[src/rtl/pool_pkg.sv]
// pool_pkg: shared state encoding, pool-type codes and width helper for the pooling sequencer.
package pool_pkg;
  typedef logic [1:0] state_t;
  localparam state_t IDLE  = 2'd0;
  localparam state_t ROW_A = 2'd1;
  localparam state_t ROW_B = 2'd2;
  localparam state_t FLUSH = 2'd3;
  localparam logic POOL_MAX = 1'b0;
  localparam logic POOL_AVG = 1'b1;
  function automatic int cw(input int n);
    return n > 1 ? $clog2(n) : 1;
  endfunction
endpackage

[src/rtl/pool_ctrl_mod_counter.sv]
// mod_counter: modulo-MOD up counter with enable, clear and a combinational wrap flag.
module mod_counter
  import pool_pkg::*;
#(
  parameter int MOD = 2
) (
  input  logic clk,
  input  logic rst,
  input  logic clr,
  input  logic en,
  output logic wrap
);
  localparam int W = cw(MOD);
  logic [W-1:0] cnt_q;
  assign wrap = en && cnt_q == W'(MOD - 1);
  always_ff @(posedge clk) begin
    if (rst || clr) cnt_q <= '0;
    else if (en) cnt_q <= wrap ? '0 : cnt_q + 1'b1;
  end
endmodule

[src/rtl/pool_ctrl.sv]
// pool_ctrl: row-by-row sequencer for the 2x2 pooling datapath with output-buffer flush.
// Optional stall counter enabled by defining POOL_CTRL_PERF_EN.
module pool_ctrl
  import pool_pkg::*;
#(
  parameter int IMG_W = 26,
  parameter int IMG_H = 26,
  parameter int CNT_W = 16
) (
  input  logic             clk,
  input  logic             rst,
  input  logic             start,
  input  logic             abort,
  input  logic             pool_sel,
  input  logic             in_valid,
  output logic             in_ready,
  output logic             en_comp1,
  output logic             en_comp2,
  output logic             pool_type,
  output logic             rd_valid,
  output logic             busy,
  output logic             done,
  output logic [CNT_W-1:0] stall_cnt
);
  localparam int POOL_W  = IMG_W / 2;
  localparam int POOL_H  = IMG_H / 2;
  localparam int OSH_MAX = POOL_W * POOL_H + POOL_W - 1;
  localparam int OW      = cw(OSH_MAX + 1);
  localparam int RW      = cw(IMG_H);
  state_t        state_q, state_d;
  logic [RW-1:0] row_q, row_d;
  logic [OW-1:0] osh_q, osh_d;
  logic          pool_type_q, rd_valid_q, done_q;
  logic          xfer, col_wrap, fl_wrap, start_acc, row_last;
  assign in_ready  = state_q == ROW_A || state_q == ROW_B;
  assign xfer      = in_valid && in_ready && !abort;
  assign en_comp1  = xfer;
  assign en_comp2  = (state_q == ROW_B && xfer) || (state_q == FLUSH && !abort);
  // done lands the cycle after FLUSH exits, so busy is stretched over it
  assign busy      = state_q != IDLE || done_q;
  assign start_acc = start && !abort && !busy;
  assign row_last  = row_q == RW'(IMG_H - 1);
  assign pool_type = pool_type_q;
  assign rd_valid  = rd_valid_q;
  assign done      = done_q;
  mod_counter #(.MOD(POOL_W)) u_col (
    .clk, .rst, .clr(!in_ready || abort), .en(xfer), .wrap(col_wrap)
  );
  mod_counter #(.MOD(POOL_W - 1)) u_flush (
    .clk, .rst, .clr(state_q != FLUSH || abort), .en(state_q == FLUSH && !abort), .wrap(fl_wrap)
  );
  always_comb begin
    state_d = abort              ? IDLE
            : state_q == IDLE    ? (start_acc ? ROW_A : IDLE)
            : state_q == ROW_A   ? (col_wrap ? ROW_B : ROW_A)
            : state_q == ROW_B   ? (col_wrap ? (row_last ? FLUSH : ROW_A) : ROW_B)
            :                      (fl_wrap ? IDLE : FLUSH);
    row_d   = (abort || start_acc) ? '0 : col_wrap ? (row_last ? '0 : row_q + 1'b1) : row_q;
    osh_d   = (abort || start_acc) ? '0 : osh_q + OW'(en_comp2);
  end
  always_ff @(posedge clk) begin
    if (rst) begin
      state_q     <= IDLE;
      row_q       <= '0;
      osh_q       <= '0;
      pool_type_q <= POOL_MAX;
      rd_valid_q  <= 1'b0;
      done_q      <= 1'b0;
    end else begin
      state_q     <= state_d;
      row_q       <= row_d;
      osh_q       <= osh_d;
      pool_type_q <= start_acc ? (pool_sel ? POOL_AVG : POOL_MAX) : pool_type_q;
      rd_valid_q  <= en_comp2 && osh_q >= OW'(POOL_W - 1);
      done_q      <= fl_wrap;
    end
  end
`ifdef POOL_CTRL_PERF_EN
  logic [CNT_W-1:0] stall_q;
  always_ff @(posedge clk) begin
    if (rst || start_acc) stall_q <= '0;
    else if (in_ready && !in_valid && !(&stall_q)) stall_q <= stall_q + 1'b1;
  end
  assign stall_cnt = stall_q;
`else
  assign stall_cnt = '0;
`endif
endmodule

[config.mk]
export PLATFORM = sky130hd
export DESIGN_NAME = pool_ctrl
export DESIGN_NICKNAME = d
export VERILOG_FILES = /design/src/rtl/pool_pkg.sv /design/src/rtl/pool_ctrl_mod_counter.sv /design/src/rtl/pool_ctrl.sv
export SDC_FILE = /design/constraint.sdc
export NUM_CORES = 1
export LEC_CHECK = 0
export CORE_MARGIN = 2
export CORE_UTILIZATION = 40
export DETAILED_ROUTE_END_ITERATION = 16
export PLACE_DENSITY = 0.71
export SKIP_LAST_GASP = 1
export SLEW_MARGIN = 20
export SYNTH_ARGS = -nofsm -noshare
export SYNTH_HDL_FRONTEND = slang
export SYNTH_SLANG_ARGS = --single-unit
[constraint.sdc]
create_clock -name clk -period 3.5 [get_ports clk]
set_input_delay 0.7 -clock clk [delete_from_list [all_inputs] [get_ports clk]]
set_output_delay 0.7 -clock clk [all_outputs]
set_load 0.1 [all_outputs]
==> results.sh <==
export IMPL_status="completed"
export IMPL_finalClockSkew_ns=0.01404
export IMPL_fmax_ghz=0.3887
export IMPL_post_cts_buffers=0
export IMPL_core_area_um2=3337
export IMPL_cp_slowest_stage_delay_ns=0.54
export IMPL_rsz0062_at_grt="false"
export IMPL_clock_latency_ns=0.33
export IMPL_grt_remaining_overflow=0
export IMPL_fin_nets=189
export IMPL_cts_inserted_buffers=3
export IMPL_crit_chain="clkdlybuf4s50_1 -> nand3b_4 -> inv_1 -> buf_12"
export IMPL_rows=21
export IMPL_worst_pin_slew_ns=0.9667
export IMPL_critPathBufInv=3
export IMPL_crit_slowest_cell="clkdlybuf4s50_1"
export IMPL_finalPower_uw=649.9
export IMPL_areaGrowthSynthToFinish_pct=11.26
export IMPL_die_h_um=62.93
export IMPL_path_delay_family="buffers and inverters"
export IMPL_netlist_instances=158
export IMPL_via_per_inst=4.811
export IMPL_cts_buffer_depth=2
export IMPL_drtAntennaViolNets=0
export IMPL_dp_hpwl_mm=1.878
export IMPL_vias=1044
export IMPL_finalSetupViolCount=0
export IMPL_cts_repair_resized=0
export IMPL_io_buffers=12
export IMPL_holdWs_ns=0.4731
export IMPL_drtIter0Drc=22
export IMPL_cts_hold_buf=0
export IMPL_fillers=336
export IMPL_multi_input_area_um2=765.7
export IMPL_synth_area_um2=1389
export IMPL_seqCellArea_um2=520.5
export IMPL_antenna_found_initial=0
export IMPL_leakagePower_nw=0.6085
export IMPL_ys_types=35
export IMPL_num_antenna_cells=0
export IMPL_hold_viol=0
export IMPL_period_share_pct=73.50
export IMPL_drive_above_1_share_pct=7.018
export IMPL_slew_headroom_pct=35.35
export IMPL_place_gp_congestion=0.7367
export IMPL_synth_seq_cells=26
export IMPL_grt_max_degree=16
export IMPL_maxCapViolCount=0
export IMPL_seq_area_frac_synth_pct=37.48
export IMPL_grt_pass1_wl_mm=4.050
export IMPL_cts_tree="built"
export IMPL_firstDrtPassIters=4
export IMPL_path_class="input port to output pin"
export IMPL_routedWlPerCell_um=11.30
export IMPL_min_path_type="flop to flop"
export IMPL_critPathArrivalTime_ns=1.87
export IMPL_wl_mm=2.452
export IMPL_cp_required_ns=2.80
export IMPL_cts_root_buf="clkbuf_4"
export IMPL_htree_levels=1
export IMPL_end_kind="output pin"
export IMPL_vdd_drop_max_mv=0.2133
export IMPL_critPathMaxFanout=8
export IMPL_synth_area_per_cell_um2=8.790
export IMPL_cp_start_kind="input port"
export IMPL_die_x_um=62.93
export IMPL_track_usage_pct=12.25
export IMPL_setup_tns_ns=0
export IMPL_start_util_pct=41.62
export IMPL_drc=0
export IMPL_num_io_pins=29
export IMPL_min_period_ns=2.573
export IMPL_grt_pass1_vias=978
export IMPL_powerDensity_nw_per_um2=420.6
export IMPL_cts_sinks=26
export IMPL_clk_pin_slew_worst_paths_ns=0.14
export IMPL_dieArea_um2=3960
export IMPL_ys_warn_count=0
export IMPL_final_max_slew_viol_count=0
-- per-layer routing --
metal | track usage, % | vias to the layer above | routed length, µm
met2 | 21.68 | 19 | 1225
met1 | 15.03 | 483 | 1130
li1 | - | 540 | -
met4 | 3.611 | 0 | 21
met3 | 2.162 | 2 | 75
met5 | 0 | - | 0
-- sequential cells by signal (all words and copies together) (netlist names) --
register	count
osh_q	8
row_q	5
u_col.cnt_q	4
u_flush.cnt_q	4
state_q	2
done	1
pool_type	1
rd_valid	1
-- worst paths after layout --
check | start | endpoint | slack (ns) | cells past startpoint
max | abort | en_comp1 | 0.93 | 4
min | u_flush.cnt_q[0] | u_flush.cnt_q[0] | 0.47 | 1
max reg2reg | state_q[0] | osh_q[6] | 1.49 | 9
min reg2reg | u_flush.cnt_q[0] | u_flush.cnt_q[0] | 0.47 | 1
-- cell type report --
class / count / share of cell area, %
flip-flops and latches: 26 / 33.68
repair buffers: 12 / 7.935
well taps: 46 / 3.725
inverters: 7 / 1.700
clock buffers: 3 / 1.457
multi-input cells: 122 / 49.55
clock inverters: 1 / 1.943
-- power by group --
part           leakage [nW]  internal [mW]  switching (mW)
combinational         0.371         0.0193           0.121
sequential            0.210          0.298         0.00170
clock                0.0279          0.116          0.0941
total                 0.608          0.433           0.216
-- cell families after synthesis --
family                   Yosys count  synth area share [%]
adder cells (fa/ha/maj)           11                 9.910
multiplexers                       1                0.7207
buffers and inverters             25                 11.62
XOR/XNOR                           9                 5.676
other                              1                0.2700
flip-flops                        26                 37.48
AND/OR/NAND/NOR                   63                 24.95
AO/OA/AOI/OAI                     22                 9.370
-- through the flow --
stage	worst slack [ns]	instances	util (%)	instance area, µm²
after floorplan	0.1702	173	-	1448
after global placement	0.9629	213	44.73	1493
after detailed placement	0.9202	213	44.73	1493
after CTS	0.9216	217	46.31	1545
after global routing	0.8557	217	46.31	1545
final	0.9275	217	46.31	1545
-- placed cells by master, fill, tap and decap left out, types with 2 or more instances in the layout --
master	n
o21ai_0	6
a21oi_1	10
nand4_1	3
nand3b_1	4
xnor2_1	2
nor3_1	3
dfxtp_1	26
clkdlybuf4s50_1	8
and2_1	2
or3_1	4
ha_1	11
xor2_1	7
and3_1	4
nand2_1	12
conb_1	16
a31oi_1	2
nand3_1	5
clkbuf_4	3
inv_1	7
nor2_1	15
nor3b_1	2
buf_4	3
-- cells in the mapped netlist --
cell	instances	share of area, %
nor2_1	16	4.3
and4b_1	1	0.72
clkbuf_1	1	0.27
nand4b_1	1	0.63
or4_1	1	0.54
a311oi_1	1	0.63
a2111oi_0	1	0.63
and2b_2	1	0.63
a21oi_1	10	3.6
nor3_1	3	1.1
and3_1	4	1.8
inv_1	7	1.9
buf_4	16	8.6
nand2b_1	1	0.45
xnor2_1	2	1.3
and2_1	2	0.90
ha_1	11	9.9
conb_1	1	0.27
nand2_1	12	3.2
nand3_1	5	1.8
a311o_1	1	0.72
mux2i_1	1	0.72
a31oi_1	2	0.90
nand4_1	3	1.4
dfxtp_1	26	37
o21ai_0	6	2.2
nand3b_4	1	1.4
or3_1	4	1.8
or3_2	1	0.54
buf_6	1	0.81
a2111oi_1	1	0.72
nand3b_1	4	2.2
or2_1	1	0.45
nor3b_1	2	1.1
xor2_1	7	4.4
No activity file was read; power rests on OpenSTA's default activity.
==> RTL change 1 (config.mk and constraints unchanged) <==
Set the parameter `IMG_W` to 22 (it was 26).
--- a/src/rtl/pool_ctrl.sv
+++ b/src/rtl/pool_ctrl.sv
@@ -3,7 +3,7 @@
 module pool_ctrl
   import pool_pkg::*;
 #(
-  parameter int IMG_W = 26,
+  parameter int IMG_W = 22,
   parameter int IMG_H = 26,
   parameter int CNT_W = 16
 ) (
Formal check against the unedited RTL: same outputs for any inputs over 10 cycles, from zero or initial values and one cycle with rst high; that may be too few to reach the edited logic, so the function may still have changed.
==> RTL change 1 against the original RTL <==
Synthesized area up 0.45%. Sequential cell count is the same. Worst setup slack got worse by 0.0080 ns. Cell area is 0.97% lower. Sequential power hardly changed. Global-route usage about the same. Via count is 0.57% lower. Power fell by 8.6%. Routed wire length is 6.3% lower. Critical endpoint unchanged. Largest power group unchanged.
==> RTL change 1: results (changes against the original RTL) <==
Slowest stage delay, CP - 0.56 ns (+0.02 ns)
Worst Skew - 0.00476 ns (-0.00928 ns)
Core Util, Final - 0.459 (-0.00450)
WHS Endpoint - u_flush.cnt_q[0]
Hold path startpoint - u_flush.cnt_q[0]
Vias - 1038 (-0.57%)
Status - finished clean
Layout fillers - 343 (+2.1%)
Placer congestion estimate - 0.812 (+10%)
WL final - 2.30 mm (-6.3%)
Sequential share of the synthesized area - 0.373 (-0.00168)
Worst VDD drop - 0.000165 V (-23%)
Setup WS pre-CTS - 0.873 ns (-0.0472 ns)
Post-DP HPWL - 1.80 mm (-4.2%)
Initial drt markers - 30 (+36%)
Largest net degree at the start of global routing - 15 (-1)
Net total in the final layout - 187 (-1.1%)
Slack of the worst reg-to-reg path - 1.38 ns (-0.11 ns)
Final worst-path cycle share - 0.737 (+0.00228)
Synth cell count leaders - dfxtp_1, nor2_1, buf_4
Leakage - 0.631 nW (+3.8%)
Crit path max fanout - 10 (+2)
Share of post-route cells with drive strength above 1 - 0.0595 (-0.0107)
GRT Util Overall - 0.123 (+0.000147)
Internal power - 382 uW (-12%)
-- RTL change 1: cell families after synthesis --
family,Yosys count,synth area share
and+or+nand+nor,64,0.248
DFF,26,0.373
buffers and inverters,26,0.119
AOI/OAI and AO/OA,14,0.0655
muxes,2,0.0144
other,1,0.00269
adders and majority gates,12,0.108
xor gates and xnor gates,11,0.0691
-- RTL change 1: power groups by stage --
stage | clock (mW) | combinational (mW) | sequential [mW]
after floorplan | 0 | 0.134 | 0.311
after global placement | 0 | 0.141 | 0.306
after detailed placement | 0 | 0.142 | 0.306
after CTS | 0.158 | 0.142 | 0.300
after global routing | 0.170 | 0.147 | 0.301
final | 0.152 | 0.142 | 0.300
-- RTL change 1: stage by stage --
step                instances  hold WS, ns
global route              214        0.505
finish                    214        0.486
CTS                       214        0.491
global placement          210        0.450
detailed placement        210        0.459
floorplan                 171        0.434
-- RTL change 1: cell type report --
class	count	area share
multi-input combinational	119	0.501
sequential	26	0.340
timing repair buffer	12	0.0801
tap	46	0.0376
clock buffer	4	0.0237
inverter	7	0.0172
-- RTL change 1: worst max-delay path by stage --
stage and endpoint:
6_report en_comp1, 5_1_grt en_comp1, 4_1_cts en_comp1, 3_5_place_dp row_q[3], 3_3_place_gp en_comp1, 2_1_floorplan osh_q[4]
-- RTL change 1: worst reg2reg max path, delay by kind of cell (launching register included) --
| kind | cells | cell delay (ns) |
|---|---|---|
| xor gates and xnor gates | 1 | 0.15 |
| buffers and inverters | 1 | 0.07 |
| and+or+nand+nor | 3 | 0.24 |
| AOI/OAI and AO/OA | 1 | 0.30 |
| adders and majority gates | 3 | 0.85 |
| DFF | 1 | 0.39 |
-- RTL change 1: metal layers --
layer	vias to the layer above	global-route usage	wire length (um)
met3	5	0.0161	103
met4	0	0.0500	37
li1	523	-	-
met1	487	0.135	981
met5	-	0	0
met2	23	0.234	1180
==> RTL change 2 (config.mk and constraints unchanged) <==
Made on the original files. Take the reset off `osh_q` and load it in a clocked block of its own.
--- a/src/rtl/pool_ctrl.sv
+++ b/src/rtl/pool_ctrl.sv
@@ -62,18 +62,20 @@
     if (rst) begin
       state_q     <= IDLE;
       row_q       <= '0;
-      osh_q       <= '0;
       pool_type_q <= POOL_MAX;
       rd_valid_q  <= 1'b0;
       done_q      <= 1'b0;
     end else begin
       state_q     <= state_d;
       row_q       <= row_d;
-      osh_q       <= osh_d;
       pool_type_q <= start_acc ? (pool_sel ? POOL_AVG : POOL_MAX) : pool_type_q;
       rd_valid_q  <= en_comp2 && osh_q >= OW'(POOL_W - 1);
       done_q      <= fl_wrap;
     end
+  end
+
+  always_ff @(posedge clk) begin
+    osh_q <= osh_d;
   end
 `ifdef POOL_CTRL_PERF_EN
   logic [CNT_W-1:0] stall_q;
Formal check against the unedited RTL: same outputs for any inputs over 10 cycles, from zero or initial values and one cycle with rst high; that may be too few to reach the edited logic, so the function may still have changed.
==> RTL change 2 against the original RTL <==
Worst setup slack got worse by 0.0094 ns. Power shrank 14%. Sequential cell count did not move. Clock power shrank 43%. Synthesized area increased by 0.72%. Cell area down 1.6%. Routed wire length down 10%. Highest routed layer unchanged.
==> RTL change 2: results (changes against the original RTL) <==
Status - finished clean
Average routed wire per standard cell - 10.0 um (-11%)
Synth Instances - 162 (+2.5%)
Post-DP HPWL - 1.71 mm (-9.1%)
Initial antenna violation count - 0 (unchanged)
Worst VDD drop - 0.000185 V (-13%)
Largest regs - osh_q: 8 flops, row_q: 5 flops
Worst reg2reg path depth - 9 (unchanged)
Sequential share of the synthesized area - 0.372 (-0.00268)
Synth area leaders - dfxtp_1, ha_1, buf_4, nor2_1, xor2_1
Ys async rst share - 0 (unchanged)
Count of buffers from port buffering - 12 (unchanged)
Placer congestion estimate - 0.794 (+7.8%)
Min-Delay Path Depth - 1 (unchanged)
Initial drt markers - 13 (-41%)
Switching share of power - 0.362 (+0.0291)
Final instance area - 1520 um^2 (-1.6%)
First-pass GRT wire length - 3.85 mm (-4.9%)
Max Root-Sink Buffers - 2 (unchanged)
Setup Fix Bufs, Post-CTS - 0 (unchanged)
N_diodes - 0 (unchanged)
# placed instances - 216 (+1.4%)
Crit path max fanout - 9 (+1)
CTS root buffer - clkbuf_4
Clock Latency Late Sink - 0.31 ns (-0.02 ns)
Share of post-route cells with drive strength above 1 - 0.0520 (-0.0182)
Vias in the first global route - 946 (-3.3%)
Worst Skew - 0.0108 ns (-0.00322 ns)
Netlist cell types - 34 (-2.9%)
CTS buffer count - 3 (unchanged)
Synth cell count leaders - dfxtp_1, nor2_1, buf_4
Worst hold path class - reg2reg
Net total in the final layout - 192 (+1.6%)
Post_cts resized - 0 (unchanged)
GRT Util Overall - 0.119 (-0.00397)
Clk slew on worst S/H paths - 0.12 ns (-0.02 ns)
Vias - 1037 (-0.67%)
DRT Pass-1 Iters - 4 (unchanged)
Largest net degree at the start of global routing - 14 (-2)
Setup WS pre-CTS - 0.915 ns (-0.00551 ns)
H-tree levels - 1 (unchanged)
Synth Warn # - 0 (unchanged)
Slew @ Worst Pin - 0.972 ns (+0.00535 ns)
Via density - 4.74 (-1.6%)
Leakage - 0.591 nW (-2.9%)
Layout fillers - 334 (-0.60%)
Arr. time, crit path - 1.88 ns
RTL change 2: cell count changes after synthesis, sizes merged:
cell    change
clkbuf      +1
and3        -2
nand2b      +1
nor2        +2
inv         +2
RTL change 2: final timing paths:
| path | slack [ns] | endpoint | start |
|---|---|---|---|
| setup / recovery | 0.92 | en_comp1 | abort |
| setup reg to reg | 1.50 | osh_q[6] | state_q[0] |
| hold reg to reg | 0.47 | u_flush.cnt_q[0] | u_flush.cnt_q[0] |
| hold / removal | 0.47 | u_flush.cnt_q[0] | u_flush.cnt_q[0] |
RTL change 2: logic make-up (layout without fill, tap and decap cells):
group | after synthesis | in the layout | synth area share
and+or+nand+nor | 64 | 64 | 0.247
buffers and inverters | 28 | 24 | 0.124
DFF | 26 | 26 | 0.372
AOI/OAI and AO/OA | 22 | 22 | 0.0921
adders and majority gates | 11 | 11 | 0.0984
xor gates and xnor gates | 9 | 9 | 0.0564
other | 1 | 16 | 0.00268
muxes | 1 | 1 | 0.00716
RTL change 2: per-layer routing:
metal	wire, um	GRT usage	up-vias
met3	65	0.0161	4
met4	36	0.0583	0
met5	0	0	-
met2	1010	0.199	23
met1	1080	0.148	470
li1	-	-	540
RTL change 2: layout make-up:
type	instances	share of cell area
clock buffers	3	0.0148
inverters	9	0.0222
well taps	46	0.0379
multi-input cells	123	0.502
repair buffers	12	0.0807
flip-flops and latches	26	0.342
RTL change 2: worst max-delay path: stages:
cell and delay [ns]:
clkdlybuf4s50_1 0.54, nand3b_4 0.24, inv_1 0.20, buf_12 0.21
RTL change 2: power groups by stage:
stage	Combinational (mW)	Clock (mW)	Sequential [mW]
2_1_floorplan	0.134	0	0.310
3_3_place_gp	0.141	0	0.306
3_5_place_dp	0.141	0	0.306
4_1_cts	0.142	0.126	0.300
5_1_grt	0.146	0.135	0.300
6_report	0.142	0.120	0.300
